`src/rtl/rules_grid_seq.sv`:
```
// rtl/rules_grid_seq.sv - sequential NTxND fuzzy rule-weight engine streaming firing strengths
// Optional PRODUCT_TNORM_EN selects the product t-norm instead of min.
module rules_grid_seq #(
    parameter int W  = 16,
    parameter int NT = 3,
    parameter int ND = 3
) (
    input  logic                            clk,
    input  logic                            rst_n,
    input  logic                            start,
    input  logic                            corners_only,
    input  logic [NT*W-1:0]                 mu_t,
    input  logic [ND*W-1:0]                 mu_d,
    output logic                            busy,
    output logic                            w_valid,
    input  logic                            w_ready,
    output logic [W-1:0]                    w_data,
    output logic [$clog2(NT)-1:0]           w_idx_t,
    output logic [$clog2(ND)-1:0]           w_idx_d,
    output logic                            done,
    output logic [W+$clog2(NT*ND)-1:0]      w_sum,
    output logic [W-1:0]                    w_max
);

    localparam int TI = $clog2(NT);
    localparam int DI = $clog2(ND);
    localparam int SW = W + $clog2(NT*ND);
    localparam logic [TI-1:0] T_LAST = TI'(NT-1);
    localparam logic [DI-1:0] D_LAST = DI'(ND-1);
    localparam logic [TI-1:0] T_ONE  = TI'(1);
    localparam logic [DI-1:0] D_ONE  = DI'(1);

    typedef enum logic [1:0] {S_IDLE, S_RUN, S_DONE} state_t;

    state_t          state, state_nx;
    logic [W-1:0]    t_lat [NT];
    logic [W-1:0]    d_lat [ND];
    logic            corners_lat;
    logic [TI-1:0]   i_q;
    logic [DI-1:0]   j_q;
    logic [SW-1:0]   sum_q;
    logic [W-1:0]    max_q;
    logic            hs;
    logic            last_rule;
    logic            corner;
    logic [W-1:0]    and_val;
    logic [W-1:0]    rule_w;

`ifdef PRODUCT_TNORM_EN
    logic [2*W-1:0]  prod;
    // Q0.W x Q0.W gives Q0.2W; keep the upper half, truncated.
    assign prod    = {{W{1'b0}}, t_lat[i_q]} * {{W{1'b0}}, d_lat[j_q]};
    assign and_val = prod[2*W-1:W];
`else
    assign and_val = (t_lat[i_q] < d_lat[j_q]) ? t_lat[i_q] : d_lat[j_q];
`endif

    assign corner    = ((i_q == '0) || (i_q == T_LAST)) && ((j_q == '0) || (j_q == D_LAST));
    assign rule_w    = (corners_lat && !corner) ? '0 : and_val;
    assign last_rule = (i_q == T_LAST) && (j_q == D_LAST);
    assign hs        = (state == S_RUN) && w_ready;

    assign w_data  = (state == S_RUN) ? rule_w : '0;
    assign w_idx_t = i_q;
    assign w_idx_d = j_q;
    assign w_sum   = sum_q;
    assign w_max   = max_q;

    always_ff @(posedge clk or negedge rst_n) begin
        if (!rst_n) begin
            state <= S_IDLE;
        end else begin
            state <= state_nx;
        end
    end

    always_comb begin
        state_nx = state;
        busy     = 1'b0;
        w_valid  = 1'b0;
        done     = 1'b0;
        case (state)
            S_IDLE: begin
                if (start) state_nx = S_RUN;
            end
            S_RUN: begin
                busy    = 1'b1;
                w_valid = 1'b1;
                if (w_ready && last_rule) state_nx = S_DONE;
            end
            S_DONE: begin
                done     = 1'b1;
                state_nx = S_IDLE;
            end
            default: state_nx = S_IDLE;
        endcase
    end

    always_ff @(posedge clk or negedge rst_n) begin
        if (!rst_n) begin
            for (int n = 0; n < NT; n++) t_lat[n] <= '0;
            for (int n = 0; n < ND; n++) d_lat[n] <= '0;
            corners_lat <= 1'b0;
            i_q         <= '0;
            j_q         <= '0;
            sum_q       <= '0;
            max_q       <= '0;
        end else if ((state == S_IDLE) && start) begin
            for (int n = 0; n < NT; n++) t_lat[n] <= mu_t[n*W +: W];
            for (int n = 0; n < ND; n++) d_lat[n] <= mu_d[n*W +: W];
            corners_lat <= corners_only;
            i_q         <= '0;
            j_q         <= '0;
            sum_q       <= '0;
            max_q       <= '0;
        end else if (hs) begin
            sum_q <= sum_q + SW'(rule_w);
            if (rule_w > max_q) max_q <= rule_w;
            // Row-major walk; the final wrap leaves indices at (0,0) for idle.
            if (j_q == D_LAST) begin
                j_q <= '0;
                i_q <= (i_q == T_LAST) ? '0 : i_q + T_ONE;
            end else begin
                j_q <= j_q + D_ONE;
            end
        end
    end

endmodule

```
`config.mk`:
```
export PLATFORM = sky130hd
export DESIGN_NAME = rules_grid_seq
export DESIGN_NICKNAME = d
export VERILOG_FILES = /design/src/rtl/rules_grid_seq.sv
export SDC_FILE = /design/constraint.sdc
export NUM_CORES = 1
export LEC_CHECK = 0
export CORE_UTILIZATION = 53
export DETAILED_ROUTE_END_ITERATION = 12
export GPL_TIMING_DRIVEN = 1
export PLACE_DENSITY = 0.83
export SYNTH_ARGS = -nofsm -noshare
export SYNTH_HDL_FRONTEND = slang
export SYNTH_SLANG_ARGS = --single-unit
```
`constraint.sdc`:
```
create_clock -name clk -period 7.1 [get_ports clk]
set_input_delay 1.065 -clock clk [delete_from_list [all_inputs] [get_ports clk]]
set_output_delay 1.065 -clock clk [all_outputs]
set_load 0.02 [all_outputs]
```
==> summary.md, run 1 <==
| Metric | Value |
|---|---|
| Relative slew slack | `0.169` |
| Clock Sinks | `139` |
| Post-synthesis sequential area ratio | `0.403` |
| Detail Route Antenna Nets | `0` |
| Worst slew pin tran | `about 1200 ps` |
| CP endpoint kind | `flop` |
| Synth area leaders | `dfrtp_1 (40%), nand2_1 (17%), ha_1 (5.9%)` |
| Number of H-tree levels | `4` |
| Multi-input logic area | `4750 µm²` |
| Ys async rst share | `1.00` |
| Seq cells post-synth | `139` |
| Syn_area_per_cell | `8.10 µm²` |
| Worst-path maximum fanout | `14` |
| Cell Area, Synth | `8630 µm²` |
| Worst min path class | `flop to flop` |
| Crit Path Class | `flop to flop` |
| Core Rows | `46` |
| Detail Placement HPWL | `~17 mm` |
| Commonest non-fill, non-tap cells in the layout | `nand2_1 (386), clkdlybuf4s50_1 (158), dfrtp_1 (139)` |
| Total length of routed wires | `24.2 mm` |
| Die Ht | `130 µm` |
| Post-synth EDFFs | `0` |
| Die Area | `roughly 17000 µm²` |
| Setup TNS | `0 ps` |
| Ports | `between 150 and 200` |
| CTS Buf Count | `17` |
| Number of port buffers | `159` |
| Share of the synthesized area in the top cell type | `0.403` |
| Gr ovfl total | `0` |
| CTS Root Cell | `clkbuf_16` |
| Largest net degree at the start of global routing | `about 100` |
| Area Overhead vs Synth | `26.6%` |
| Top_reg_cell synth | `dfrtp_1` |
| DRC | `0` |
| 1st-pass router iterations | `6` |
| Startpoint Class | `flop` |
| Storage cell area | `3480 µm²` |
| GRT Total Usage | `0.304` |
| Initial Util | `0.543` |
| Via count | `between 8k and 9k` |
| Unrepaired setup endpoints after global routing | `false` |
| Initial antenna violation count | `0` |
| Core Region | `15900 µm²` |
| CP Data Required Time | `7400 ps` |
| R2R setup slack | `880 ps` |
| Syn nets | `1207` |
| RePlAce Congestion | `0.929` |
| Die Wd | `130 µm` |
| Worst path arrival time | `6520 ps` |
| Final nets | `about 1.3k` |
| Max-cap violations | `0` |
| Share of post-route cells with drive strength above 1 | `0.0564` |
| Clock skew | `11.5 ps` |
| Cells after Synth | `1065` |
| Yosys warns | `0` |
| Fmax | `161 MHz` |
| First-pass GRT wire length | `39.6 mm` |
| Number of diodes | `0` |
| Final Hold Vio Count | `0` |
| CTS clk-pin slew, worst paths | `70 ps` |
| Distinct cell type count after synthesis | `68` |
| Vias in the first global route | `7890` |
| Min Tclk post-route | `6220 ps` |
| Hold_buf cts | `0` |
| Clock tree buffer depth | `2` |
| Via/cell ratio | `around 5.7` |
| Initial drt markers | `between 600 and 700` |
| CTS tree | `built` |
| Fillers | `1310` |
| Status | `finished clean` |
| Post-CTS Setup Bufs | `0` |
| Avg WL per Cell | `17.0 µm` |
| Post-CTS sizing | `0` |
| Final setup viols | `0` |
| Final Max Slew Viols | `0` |
| Final cycle utilization of the critical path | `0.876` |
| Clk_lat worst skew | `430 ps` |
| Leading cell type in the layout, fill and taps excluded | `nand2_1` |
| Largest area contributor in the netlist | `dfrtp_1` |
[sequential cells by signal (all words and copies together), names as in the netlist]
name / flops
d_lat: 48
w_idx_d: 2
w_max: 16
w_idx_t: 2
corners_lat: 1
w_sum: 20
t_lat: 48
state: 2
[cell type report]
type / instances / share of cell area
clock buffer: 18 / 0.0402
clock inverter: 12 / 0.0107
inverter: 32 / 0.0110
multi-input combinational: 824 / 0.435
sequential: 139 / 0.318
tap: 216 / 0.0247
timing repair buffer: 180 / 0.160
[synthesized netlist by cell type (15+ instances only)]
cell and count:
nand3_1 16, ha_1 41, o311ai_1 16, o21ai_0 37
mux2i_1 36, nand2_1 387, nor2_1 43, dfrtp_1 139
inv_1 32, o211ai_1 15, a21oi_1 35, clkbuf_1 46
nor3_1 28
[critical path: stages, from the launching register on]
cell,delay (ps)
dfrtp_1,680
buf_4,320
mux2i_1,210
nor2_1,60
a21oi_1,230
ha_1,290
a211o_1,290
a31o_1,210
a2111oi_4,460
o21ai_1,380
buf_4,290
nand2_1,70
o211ai_1,140
inv_1,200
ha_1,290
and3_1,170
o41ai_1,350
nand2_1,170
a311oi_2,440
nor3_1,100
a21o_1,260
a2111oi_0,400
a211oi_1,90
[cells by family (layout without fill, tap and decap cells)]
group / after synthesis / after routing / share of synthesized area
mux: 36 / 36 / 0.0418
xor+xnor: 17 / 17 / 0.0173
buf+inv: 102 / 242 / 0.0494
simple gates: 531 / 531 / 0.258
flops: 139 / 139 / 0.403
compound gates: 193 / 193 / 0.164
fa+ha+maj: 47 / 47 / 0.0666
[through the flow]
| stage | hold WS, ps | std cells | utilization | instance area [µm²] | setup WS (ps) |
|---|---|---|---|---|---|
| after global placement | 457 | 1391 | 0.653 | 10400 | 987 |
| after global routing | 483 | 1421 | 0.688 | 10900 | 319 |
| after floorplan | 445 | 1065 | - | 8630 | 1370 |
| final | 472 | 1421 | 0.688 | 10900 | 878 |
| after CTS | 476 | 1421 | 0.688 | 10900 | 862 |
| after detailed placement | 462 | 1391 | 0.653 | 10400 | 890 |
[routing by layer]
metal / share of wire / global-route usage
met1: 0.43 / 0.398
met2: 0.49 / 0.507
met3: 0.052 / 0.0500
met4: 0.028 / 0.118
met5: 0 / 0
[worst paths after layout]
check | depth (start not counted) | start | to
worst max-delay path | 22 | w_idx_d[0] | w_sum[19]
worst min-delay path | 2 | t_lat[37] | t_lat[37]
worst max register to register | 22 | w_idx_d[0] | w_sum[19]
worst min register to register | 2 | t_lat[37] | t_lat[37]
max in group asynchronous | 2 | rst_n | t_lat[21]
min in group asynchronous | 1 | rst_n | w_sum[17]
Power of run 1 is not shown: default switching activity piles up to over one toggle a cycle in this logic, so the estimate is an artifact.
==> run 2, diff against run 1 <==
PLACE_DENSITY = unset   (was 0.83)
PLACE_DENSITY_LB_ADDON = 0.15   (was unset)
==> summary.md, run 2 (same netlist as run 1, synthesis figures left out) <==
| Metric | Value |
|---|---|
| Area Overhead vs Synth | `27.4%` |
| Buf+Inv Stages, Crit Path | `2` |
| Clock tree buffer depth | `2` |
| CP most frequent cell | `ha_1` |
| Final Max Slew Viols | `0` |
| CTS Root Cell | `clkbuf_16` |
| Fin Hold WS | `~470 ps` |
| Number of H-tree levels | `4` |
| Final Hold Vio Count | `0` |
| Detail Route Antenna Nets | `0` |
| First-pass GRT wire length | `just under 40 mm` |
| Max-cap violations | `0` |
| CTS tree | `built` |
| Crit-path cells | `buf_4, mux2i_1, o21ai_0, ha_1, a211o_1, a31o_1, a2111oi_4, o21ai_1, o211ai_1, inv_1, ha_1, and3_1, o41ai_1, nand2_1, a311oi_2, nor3_1, a21o_1, a2111oi_0, a211oi_1` |
| Max incr delay on CP | `660 ps` |
| Setup TNS | `0 ps` |
| Detail Placement HPWL | `17.1 mm` |
| Status | `finished clean` |
| Final core area utilization | `0.692` |
| Commonest non-fill, non-tap cells in the layout | `nand2_1 (386), clkdlybuf4s50_1 (158), dfrtp_1 (139)` |
| Clock Sinks | `~140` |
| RePlAce Congestion | `0.942` |
| Via count | `8109` |
| Fmax | `160 MHz` |
| Number of diodes | `0` |
| Clk_lat worst skew | `roughly 430 ps` |
| Fillers | `1326` |
| Final nets | `1337` |
| CP max-delay cell | `dfrtp_1` |
| Post-CTS Setup Bufs | `0` |
| Vias in the first global route | `between 7k and 8k` |
| 1st-pass router iterations | `5` |
| Worst slew pin tran | `1200 ps` |
| Clock skew | `11.1 ps` |
| Final setup viols | `0` |
| Die Wd | `130 µm` |
| Via/cell ratio | `5.69` |
| Core Rows | `46` |
| Total length of routed wires | `24.1 mm` |
| Crit Path Class | `flop to flop` |
| Gr ovfl total | `0` |
| Post-CTS sizing | `0` |
| Placed insts | `1392` |
| Initial Util | `0.543` |
| Initial drt markers | `695` |
| CP top delay family | `compound AO/OA/AOI/OAI gates` |
| Min Tclk post-route | `6260 ps` |
| Worst path arrival time | `about 6600 ps` |
| Unrepaired setup endpoints after global routing | `false` |
| Finished Layout Cells | `1424` |
| DRC | `0` |
| Share of post-route cells with drive strength above 1 | `0.0588` |
| Die Area | `16800 µm²` |
| Hold_buf cts | `0` |
| CP Data Required Time | `7400 ps` |
| Initial antenna violation count | `0` |
| Leading cell type in the layout, fill and taps excluded | `nand2_1` |
| Die Ht | `130 µm` |
| Ports | `160` |
| Final cycle utilization of the critical path | `0.882` |
| CTS Buf Count | `17` |
| Avg WL per Cell | `16.9 µm` |
| Worst min path class | `flop to flop` |
| CTS clk-pin slew, worst paths | `70 ps` |
| CP endpoint kind | `flop` |
| Relative slew slack | `0.197` |
| Startpoint Class | `flop` |
| Core Region | `15900 µm²` |
| Worst-path maximum fanout | `12` |
| Largest net degree at the start of global routing | `104` |
| GRT Total Usage | `0.301` |
| Number of port buffers | `159` |
-- run 2: final timing paths --
| path | start | endpoint | slack [ps] | depth (start not counted) |
|---|---|---|---|---|
| max in group asynchronous | rst_n | t_lat[42] | 5130 | 2 |
| max reg2reg | w_idx_t[1] | w_sum[17] | 840 | 19 |
| min in group asynchronous | rst_n | w_sum[18] | 620 | 1 |
| min reg2reg | t_lat[30] | t_lat[30] | 470 | 2 |
| min | t_lat[30] | t_lat[30] | 470 | 2 |
| max | w_idx_t[1] | w_sum[17] | 840 | 19 |
-- run 2: routing by layer --
layer / track usage / vias up / share of wire
li1: - / 3950 / -
met1: 0.393 / 3834 / 0.44
met2: 0.502 / 274 / 0.48
met3: 0.0442 / 51 / 0.044
met4: 0.126 / 0 / 0.031
met5: 0 / - / 0
-- run 2: stage by stage --
stage	setup WS (ps)	instance area [µm²]
after floorplan	1370	8630
after global placement	1010	10400
after detailed placement	910	10400
after CTS	865	11000
after global routing	371	11000
final	839	11000
-- run 2: tightest hold or removal path, stage by stage, from the launching register on --
cell and delay [ps]:
dfrtp_1 340, nand2_1 50, nand2_1 50
-- run 2: cell type report --
type / count / area, µm² / share of cell area
well taps: 216 / 270 / 0.0246
multi-input cells: 824 / 4750 / 0.432
inverters: 32 / 120 / 0.0109
clock inverters: 13 / 153 / 0.0139
clock buffers: 19 / 453 / 0.0412
repair buffers: 181 / 1770 / 0.161
flip-flops and latches: 139 / 3480 / 0.316
Power of run 2 is left out for the same reason.
